## src/rtl/booth_mult_ctrl.sv

```systemverilog
// rtl/booth_mult_ctrl.sv - radix-2 Booth sequencer for a signed 32x32 multiply over one shared adder
// Contains the cla_32 and full_adder helpers used as the 33-bit add/subtract datapath.

module full_adder (
  input  logic a_i,
  input  logic b_i,
  input  logic c_i,
  output logic s_o,
  output logic c_o
);
  assign s_o = a_i ^ b_i ^ c_i;
  assign c_o = (a_i & b_i) | (c_i & (a_i ^ b_i));
endmodule

module cla_32 (
  input  logic [31:0] a_i,
  input  logic [31:0] b_i,
  input  logic        cin_i,
  output logic [31:0] sum_o,
  output logic        cout_o
);
  logic [31:0] g;
  logic [31:0] p;
  logic [32:0] c;

  assign g = a_i & b_i;
  assign p = a_i ^ b_i;

  // 4-bit lookahead groups; only the group carry-in ripples between groups
  always_comb begin
    c    = '0;
    c[0] = cin_i;
    for (int b = 0; b < 32; b += 4) begin
      c[b+1] = g[b] | (p[b] & c[b]);
      c[b+2] = g[b+1] | (p[b+1] & g[b]) | (p[b+1] & p[b] & c[b]);
      c[b+3] = g[b+2] | (p[b+2] & g[b+1]) | (p[b+2] & p[b+1] & g[b])
             | (p[b+2] & p[b+1] & p[b] & c[b]);
      c[b+4] = g[b+3] | (p[b+3] & g[b+2]) | (p[b+3] & p[b+2] & g[b+1])
             | (p[b+3] & p[b+2] & p[b+1] & g[b])
             | (p[b+3] & p[b+2] & p[b+1] & p[b] & c[b]);
    end
  end

  assign sum_o  = p ^ c[31:0];
  assign cout_o = c[32];
endmodule

module booth_mult_ctrl #(
  parameter int N_ITER = 32
) (
  input  logic        clock,
  input  logic        resetn,
  input  logic        start,
  input  logic        flush,
  input  logic [31:0] multiplicand,
  input  logic [31:0] multiplier,
  output logic        busy,
  output logic        result_ready,
  output logic [31:0] product,
  output logic        overflow
);
  typedef enum logic [1:0] {
    S_IDLE = 2'd0,
    S_RUN  = 2'd1,
    S_DONE = 2'd2
  } state_t;

  localparam logic [4:0] LAST_CNT = 5'(N_ITER - 1);

  state_t      state_q;
  logic [32:0] a_q;
  logic [31:0] qr_q;
  logic        q1_q;
  logic [31:0] mr_q;
  logic [4:0]  cnt_q;
  logic        busy_q;
  logic        result_ready_q;
  logic [31:0] product_q;
  logic        overflow_q;

  logic        do_sub;
  logic        do_op;
  logic [31:0] cla_b;
  logic [31:0] cla_sum;
  logic        cla_cout;
  logic        fa_sum;
  logic        fa_cout_unused;
  logic [32:0] a_new;
  logic [32:0] a_d;
  logic [31:0] qr_d;
  logic        q1_d;

  assign do_sub = qr_q[0] & ~q1_q;
  assign do_op  = qr_q[0] ^ q1_q;
  assign cla_b  = do_sub ? ~mr_q : mr_q;

  cla_32 u_cla (
    .a_i    (a_q[31:0]),
    .b_i    (cla_b),
    .cin_i  (do_sub),
    .sum_o  (cla_sum),
    .cout_o (cla_cout)
  );

  // Bit 32 carries the sign extension of Mr so M = 0x80000000 subtracts exactly
  full_adder u_fa32 (
    .a_i (a_q[32]),
    .b_i (cla_b[31]),
    .c_i (cla_cout),
    .s_o (fa_sum),
    .c_o (fa_cout_unused)
  );

  always_comb begin
    a_new = do_op ? {fa_sum, cla_sum} : a_q;
    a_d   = {a_new[32], a_new[32:1]};
    qr_d  = {a_new[0], qr_q[31:1]};
    q1_d  = qr_q[0];
  end

  always_ff @(posedge clock or negedge resetn) begin
    if (!resetn) begin
      state_q        <= S_IDLE;
      a_q            <= '0;
      qr_q           <= '0;
      q1_q           <= 1'b0;
      mr_q           <= '0;
      cnt_q          <= '0;
      busy_q         <= 1'b0;
      result_ready_q <= 1'b0;
      product_q      <= '0;
      overflow_q     <= 1'b0;
    end else begin
      result_ready_q <= 1'b0;
      case (state_q)
        S_IDLE: begin
          if (start && !flush) begin
            mr_q    <= multiplicand;
            qr_q    <= multiplier;
            a_q     <= '0;
            q1_q    <= 1'b0;
            cnt_q   <= '0;
            busy_q  <= 1'b1;
            state_q <= S_RUN;
          end
        end
        S_RUN: begin
          if (flush) begin
            busy_q  <= 1'b0;
            state_q <= S_IDLE;
          end else begin
            a_q   <= a_d;
            qr_q  <= qr_d;
            q1_q  <= q1_d;
            cnt_q <= cnt_q + 5'd1;
            if (cnt_q == LAST_CNT) begin
              // Upper word must be pure sign extension of the low word to fit in 32 bits
              product_q      <= qr_d;
              overflow_q     <= (a_d[31:0] != {32{qr_d[31]}});
              result_ready_q <= 1'b1;
              state_q        <= S_DONE;
            end
          end
        end
        S_DONE: begin
          busy_q  <= 1'b0;
          state_q <= S_IDLE;
        end
        default: begin
          busy_q  <= 1'b0;
          state_q <= S_IDLE;
        end
      endcase
    end
  end

  assign busy         = busy_q;
  assign result_ready = result_ready_q;
  assign product      = product_q;
  assign overflow     = overflow_q;
endmodule

```

## config.mk

```make
export PLATFORM = sky130hd
export DESIGN_NAME = booth_mult_ctrl
export DESIGN_NICKNAME = d
export VERILOG_FILES = /design/src/rtl/booth_mult_ctrl.sv
export SDC_FILE = /design/constraint.sdc
export NUM_CORES = 1
export LEC_CHECK = 0
export CAP_MARGIN = 20
export CORE_MARGIN = 2
export CORE_UTILIZATION = 30
export CTS_CLUSTER_SIZE = 10
export DETAILED_ROUTE_END_ITERATION = 10
export GPL_TIMING_DRIVEN = 1
export HOLD_SLACK_MARGIN = 0.08
export PLACE_DENSITY = 0.59
export SYNTH_ARGS = -nofsm -noshare
export SYNTH_HDL_FRONTEND = slang
export SYNTH_HIERARCHICAL = 1
export SYNTH_SLANG_ARGS = --single-unit
```

## constraint.sdc

```tcl
create_clock -name clock -period 5 [get_ports clock]
set_clock_uncertainty 0.1 [all_clocks]
set_input_delay 1 -clock clock [delete_from_list [all_inputs] [get_ports clock]]
set_output_delay 1 -clock clock [all_outputs]
set_load 0.02 [all_outputs]
```

Word level (Yosys, flattened, before mapping) --
Index checks and enable logic that the tools add are counted.
Cells by class: $add $sub $neg 1, multiply operators 0, div/mod/pow operators 0, $lt $le $gt $ge 0, equality and inequality tests 7, shift-type cells 0, multiplexer cells 24, bitwise gates (word level) 218, reduce and logical (&&, ||, !) cells 9
Operators with widths (number):
- AND 1 bit | 129
- 2-to-1 mux 33 bit | 3
- 2-to-1 mux 32 bit | 3
- bitwise OR 1 bit | 80
- one-hot mux 33 bit (2 select lines) | 1
- one-hot mux 32 bit (2 select lines) | 1
- bitwise XOR 32 bit | 2
- AND 32 bit | 1
- inequality test 32 bit | 1
- NOT 32 bit | 1
- 2-to-1 mux 5 bit | 2
- one-hot mux 5 bit (2 select lines) | 1
- 2-to-1 mux 1 bit | 7
- 2-to-1 mux 2 bit | 3
- inequality test 2 bit, second input constant | 3
- AND reduction 2 bit | 3
- AND reduction 3 bit | 2
- adder 5 x 1 -> 5 bit, second input constant | 1
- equality test 5 bit, second input constant | 1
- one-hot mux 1 bit (2 select lines) | 2
- one-hot mux 2 bit (2 select lines) | 1
- inequality test 3 bit, second input constant | 1
- bitwise XOR 1 bit | 3
- equality test 2 x 1 -> 1 bit, second input constant | 1
- 5 further kinds | 6
Word-level totals: flip-flop bits (word level) 140, bits in latches 0, memory bits (writable) 0, bits in read-only memories 0, input bits 68, output and inout bits 35, word-level logic and storage cells 269, memories 0

Depth between registers and ports, before layout --
word-level depth 27, mapped depth 20, gate-level depth less buffers 18

Hierarchy --
Netlist, hierarchy kept.
Modules (own cells, without submodules):
- booth_mult_ctrl | times used 1, cells an instance 683, area an instance 6552.5 sq um, seq. area each 3478.3 sq um
- cla_32 | times used 1, cells an instance 157, area an instance 1343.8 sq um, seq. area each 0.0 sq um
- full_adder | times used 1, cells an instance 1, area an instance 20.0 sq um, seq. area each 0.0 sq um

Worst setup path after synthesis --
Ideal clock, no wire load.
path kind reg2reg, from register q1_q, to register overflow_q, in the netlist overflow, library setup time 0.134 ns, data arrival time 4.820 ns, data required time 4.766 ns, slack -0.054 ns, stages on the path, launching flop included 21, buffers on the path 2, clock period less this slack 5.054 ns, cell sequence dfrtp_1 > inv_1 > ha_1 > clkbuf_1 > buf_1 > xor2_1 > ha_1 > a211oi_2 > o211ai_1 > a311oi_2 > a211oi_2 > a221oi_2 > o311ai_1 > o31a_1 > a21o_1 > fa_1 > nor4_2 > a21oi_1 > or4_1 > a222oi_1 > a21oi_1
Between the ends: elaborated cells on any way between the ends 219, classes of those cells 1 x eq/ne; 2 x mux; 216 x bitwise
RTL lines:
- start: declaration | line 73 | logic q1_q;
- start signal: assignment | line 154 | q1_q <= q1_d;
- NOT 1 bit * | line 93 | assign do_sub = qr_q[0] & ~q1_q;
- AND 1 bit * | line 93
- named net do_sub | line 81 | logic do_sub;
- 2-to-1 mux 32 bit * | line 95 | assign cla_b = do_sub ? ~mr_q : mr_q;
- named net cla_b[9] | line 83 | logic [31:0] cla_b;
- AND 32 bit / bitwise XOR 32 bit (equally long branches) | line 26, 27
- AND 1 bit, on equally long branches | line 38, 39, 40
- bitwise OR 1 bit, or another cell as far along | line 38 | c[b+4] = g[b+3] | (p[b+3] & g[b+2]) | (p[b+3] & p[b+2] & g[b+1])
- (+9 left out)
- bitwise OR 1 bit * | line 40 | | (p[b+3] & p[b+2] & p[b+1] & p[b] & c[b]);
- AND 1 bit * | line 40
- bitwise OR 1 bit * | line 40
- named net cla_cout | line 85 | logic cla_cout;
- bitwise XOR 1 bit * | line 11 | assign s_o = a_i ^ b_i ^ c_i;
- named net fa_sum | line 86 | logic fa_sum;
- 2-to-1 mux 33 bit * | line 115 | a_new = do_op ? {fa_sum, cla_sum} : a_q;
- inequality test 32 bit * | line 159 | overflow_q <= (a_d[31:0] != {32{qr_d[31]}});
- end signal: assignment | line 159
- end: declaration | line 79 | logic overflow_q;
Mark *: on every way through the listed nets, which the timed path passes. The rest lies on a longest branch. A chain may end at the register's enable or synchronous reset.

Worst setup path in the final report --
from register qr_q[0], to register overflow_q, in the netlist overflow
Between the ends: elaborated cells on any way between the ends 218, classes of those cells 1 x eq/ne; 2 x mux; 215 x bitwise
RTL lines:
- start: declaration | line 72 | logic [31:0] qr_q;
- start signal: assignment | line 139 | qr_q <= multiplier;
- start signal: assignment | line 153 | qr_q <= qr_d;
- AND 1 bit * | line 93
- named net do_sub | line 81
- 2-to-1 mux 32 bit * | line 95
- named net cla_b[19] | line 83
- bitwise XOR 32 bit | line 27 | assign p = a_i ^ b_i;
- AND 1 bit, on equally long branches | line 38, 39, 40
- bitwise OR 1 bit, or another cell as far along (2 in series) | line 38
- bitwise OR 1 bit / AND 1 bit (equally long branches) | line 39, 40
- (+3 left out)
- AND 1 bit * | line 40
- bitwise OR 1 bit * | line 40
- AND 1 bit * | line 34 | c[b+1] = g[b] | (p[b] & c[b]);
- bitwise OR 1 bit * | line 34
- bitwise XOR 32 bit * | line 44 | assign sum_o = p ^ c[31:0];
- named net cla_sum[29] | line 84 | logic [31:0] cla_sum;
- 2-to-1 mux 33 bit * | line 115
- inequality test 32 bit * | line 159
Marked as above.

==> results by group <==
Placement
  • HPWL Detailed: 13,600 microns
  • Setup WS pre-CTS: -0.0933 ns
  • Count of input and output buffers: 102
  • Placed Area: 9290 sq um
  • Placer Congestion: 0.863

Drt
  • # DRC: 0
  • Drt pass-1 iters: 5
  • Vias: 6,359
  • Wire per inst: 15.7 microns
  • Total Wirelength: 20,200 microns
  • Starting DRT DRC Count: 464
  • Post-route ant nets: 0
  • Routed vias/inst: 4.92

Critical path
  • Crit-path max FO: 12
  • WP data arrival: 5.08 ns
  • Crit path required time: 5.20 ns
  • CP peak stage delay: 0.55 ns
  • Crit path max-delay cell type: or4_4
  • WS Path Type: reg2reg
  • CP endpoint kind: flip-flop
  • R2R Setup Slk: 0.12 ns
  • Critical-path cell list: ha_4 -> buf_12 -> buf_4 -> xor2_1 -> ha_1 -> a21oi_2 -> o21ai_2 -> a311oi_2 -> a211oi_2 -> a221oi_2 -> buf_4 -> o21ai_1 -> a21o_1 -> fa_2 -> xor2_1 -> mux2i_1 -> nand2_1 -> or4_4 -> a222oi_1 -> a21oi_1
  • Worst R2R End: overflow
  • CP Launch Type: flip-flop
  • Reg2Reg Depth: 20
  • R2R Path Start: qr_q[0]

Cells and area
  • Most frequent cells in the layout: nand2_1, dfrtp_1, clkdlybuf4s50_1
  • # nets final: 1,055
  • Sequential cell area: 3480 sq um
  • Area Growth Syn to Fin: 26.5%
  • Area of the multi-input gates: 4270 sq um
  • Share of cells above drive strength 1: 0.121
  • Fillers: 2,601
  • Fin area: 10,000 sq um
  • Commonest non-fill, non-tap cell in the layout: nand2_1

Global route
  • Vias in the first global route: 6,308
  • Grt total ovfl: 0
  • Gr usage total: 0.147
  • Wire length of the first global-routing pass: 33,100 microns
  • Initial antenna violation count: 1
  • Largest net degree at the start of global routing: 90

Hold path
  • Hold path depth: 2
  • Worst Min Path Start: mr_q[29]
  • Worst Hold End: mr_q[29]
  • Min-delay worst type: reg2reg

Synthesis
  • Largest cells by area after synthesis: dfrtp_1, nand2_1, ha_1
  • Ys flop type: dfrtp_1
  • FFs w/ async S/R, synth: 1.00
  • Post-synth top area share: 0.439
  • Synth cell types: 60
  • Area leader, netlist: dfrtp_1
  • Synth warn: 6
  • Syn Area/Cell: 9.41 sq um
  • Number of synthesized flops with an enable pin: 0
  • Cells after Synth: 841
  • Area of the mapped netlist: 7920 sq um
  • Seq/Total Area, Yosys: 0.439
  • #FFs+latches synth: 139
  • Post-Syn Nets: 953

Clock tree
  • Reg clk slew, reported paths: 0.06 ns
  • Sink Count: 139
  • TritonCTS clock tree: done
  • Worst skew pair latency: 0.42 ns
  • Root Buffer: clkbuf_16
  • Clk buf depth: 2
  • Htree depth: 4
  • Num CTS Buffers: 17

STA
  • Final setup viols: 0
  • Final worst-path cycle share: 0.976
  • Final Max Slew Viols: 0
  • Final min period: 4.88 ns
  • WHS: 0.395 ns
  • Slack of the critical path: 0.119 ns
  • F_max: 205 MHz
  • Setup TNS: 0 ns
  • Tightest Pin Transition: 0.959 ns
  • Final hold violations: 0
  • Slew margin rel.: 0.359
  • RSZ-0062 raised after global routing: yes

Floorplan
  • Core area: 26,000 sq um
  • I/O Pins: 103
  • Die ar.: 27,700 sq um
  • Chip height: 166 microns
  • Chip width: 166 microns
  • Row cnt: 59
  • Initial core utilization: 0.305

Power and ir drop
  • Pwr Density: 536 nW/um^2
  • Static leakage: 4.64 nW
  • Pint: 3.12 mW
  • Clock power frac: 0.223
  • Sequential share of power: 0.295
  • Net switching power: 2.24 mW
  • Switching share of power: 0.417
  • Worst vdd ir: 273 uV
  • Pwr Total: 5.36 mW
  • Comb pwr share: 0.482

Run status
  • Outcome: finished clean

Flow run
  • Max Cap Viol: 0
## worst max-delay path, delay by kind of cell, from the launching register on
kind | cells | cell delay, ns
compound gates | 9 | 1.64
fa+ha+maj | 3 | 0.91
flops | 1 | 0.42
mux | 1 | 0.23
simple gates | 2 | 0.64
xor+xnor | 2 | 0.32
buf+inv | 3 | 0.49
## repair_timing
action | CTS | global route
buffers inserted | 2 | 4
resized for setup | 3 | 15
hold buffers | 0 | 0
cloned | 0 | 1
pin swaps | 5 | 13
endpoints found under the setup margin | 1 | 1
## sequential cells by signal, indices dropped and copies added, names as in the netlist
signal	cells
mr_q	32
q1_q	1
cnt_q	5
overflow	1
product	32
state_q	2
qr_q	32
a_q	32
busy	1
result_ready	1
## per-stage QoR
stage	instances	utilization
after floorplan	841	-
after global placement	1252	0.358
after detailed placement	1252	0.358
after CTS	1286	0.381
after global routing	1292	0.385
final	1292	0.385
## layer usage
layer  up-vias  GRT usage  part of all wire
met4         0     0.0427             0.013
met1      3104      0.203              0.48
met5         -          0                 0
met3        18     0.0292             0.032
li1       3123          -                 -
met2       114      0.236              0.47
## final cells by class
cell class / count / area share
Multi-Input combinational cell: 647 / 0.427
Sequential cell: 139 / 0.347
Timing Repair Buffer: 125 / 0.124
Clock buffer: 17 / 0.0425
Tap cell: 335 / 0.0419
Clock inverter: 15 / 0.0130
Inverter: 13 / 0.00487
Antenna cell: 1 / 0.000250
## how the worst max path moves through the flow
stage	depth (start not counted)	to	slack, ns	startpoint
after floorplan	20	overflow	0.05	q1_q
after CTS	20	overflow	0.03	qr_q[0]
after global routing	20	overflow	-0.14	qr_q[0]
after global placement	19	overflow	0.10	qr_q[0]
after detailed placement	19	overflow	-0.09	q1_q
final	20	overflow	0.12	qr_q[0]
## synthesized netlist by cell type (2+ instances only)
cell type	n
buf_1	5
nand2b_1	6
nand3_1	17
and3_1	8
fa_1	9
o31ai_1	4
o21bai_1	2
a21o_1	12
o21ai_0	41
nor2_1	58
nor4_1	9
o21a_1	6
xor2_1	45
buf_2	11
a221oi_1	2
dfrtp_1	139
inv_1	13
xnor2_1	12
nor3_1	7
mux2_2	31
a32o_1	2
nor2b_1	8
buf_6	2
nand2_1	204
buf_4	5
ha_1	35
a31oi_1	34
a211oi_1	2
nand4_1	8
a2111oi_0	3
a21oi_1	30
clkbuf_1	18
mux2i_1	25
a211oi_2	2
## power groups by stage
stage | combinational [mW] | clock, mW | sequential (mW)
after global routing | 2.88 | 1.28 | 1.62
after CTS | 2.46 | 1.23 | 1.58
final | 2.59 | 1.19 | 1.58
after floorplan | 1.86 | 0 | 1.52
after global placement | 2.37 | 0 | 1.59
after detailed placement | 2.40 | 0 | 1.59
## cells by family after synthesis
group	after synthesis	share of synthesized area
AND/OR/NAND/NOR	336	0.185
AO/OA/AOI/OAI	153	0.123
flip-flops	139	0.439
XOR/XNOR	57	0.0631
multiplexers	57	0.0774
buffers and inverters	55	0.0341
adder cells (fa/ha/maj)	44	0.0781
Power figures use the tool's default switching activity.
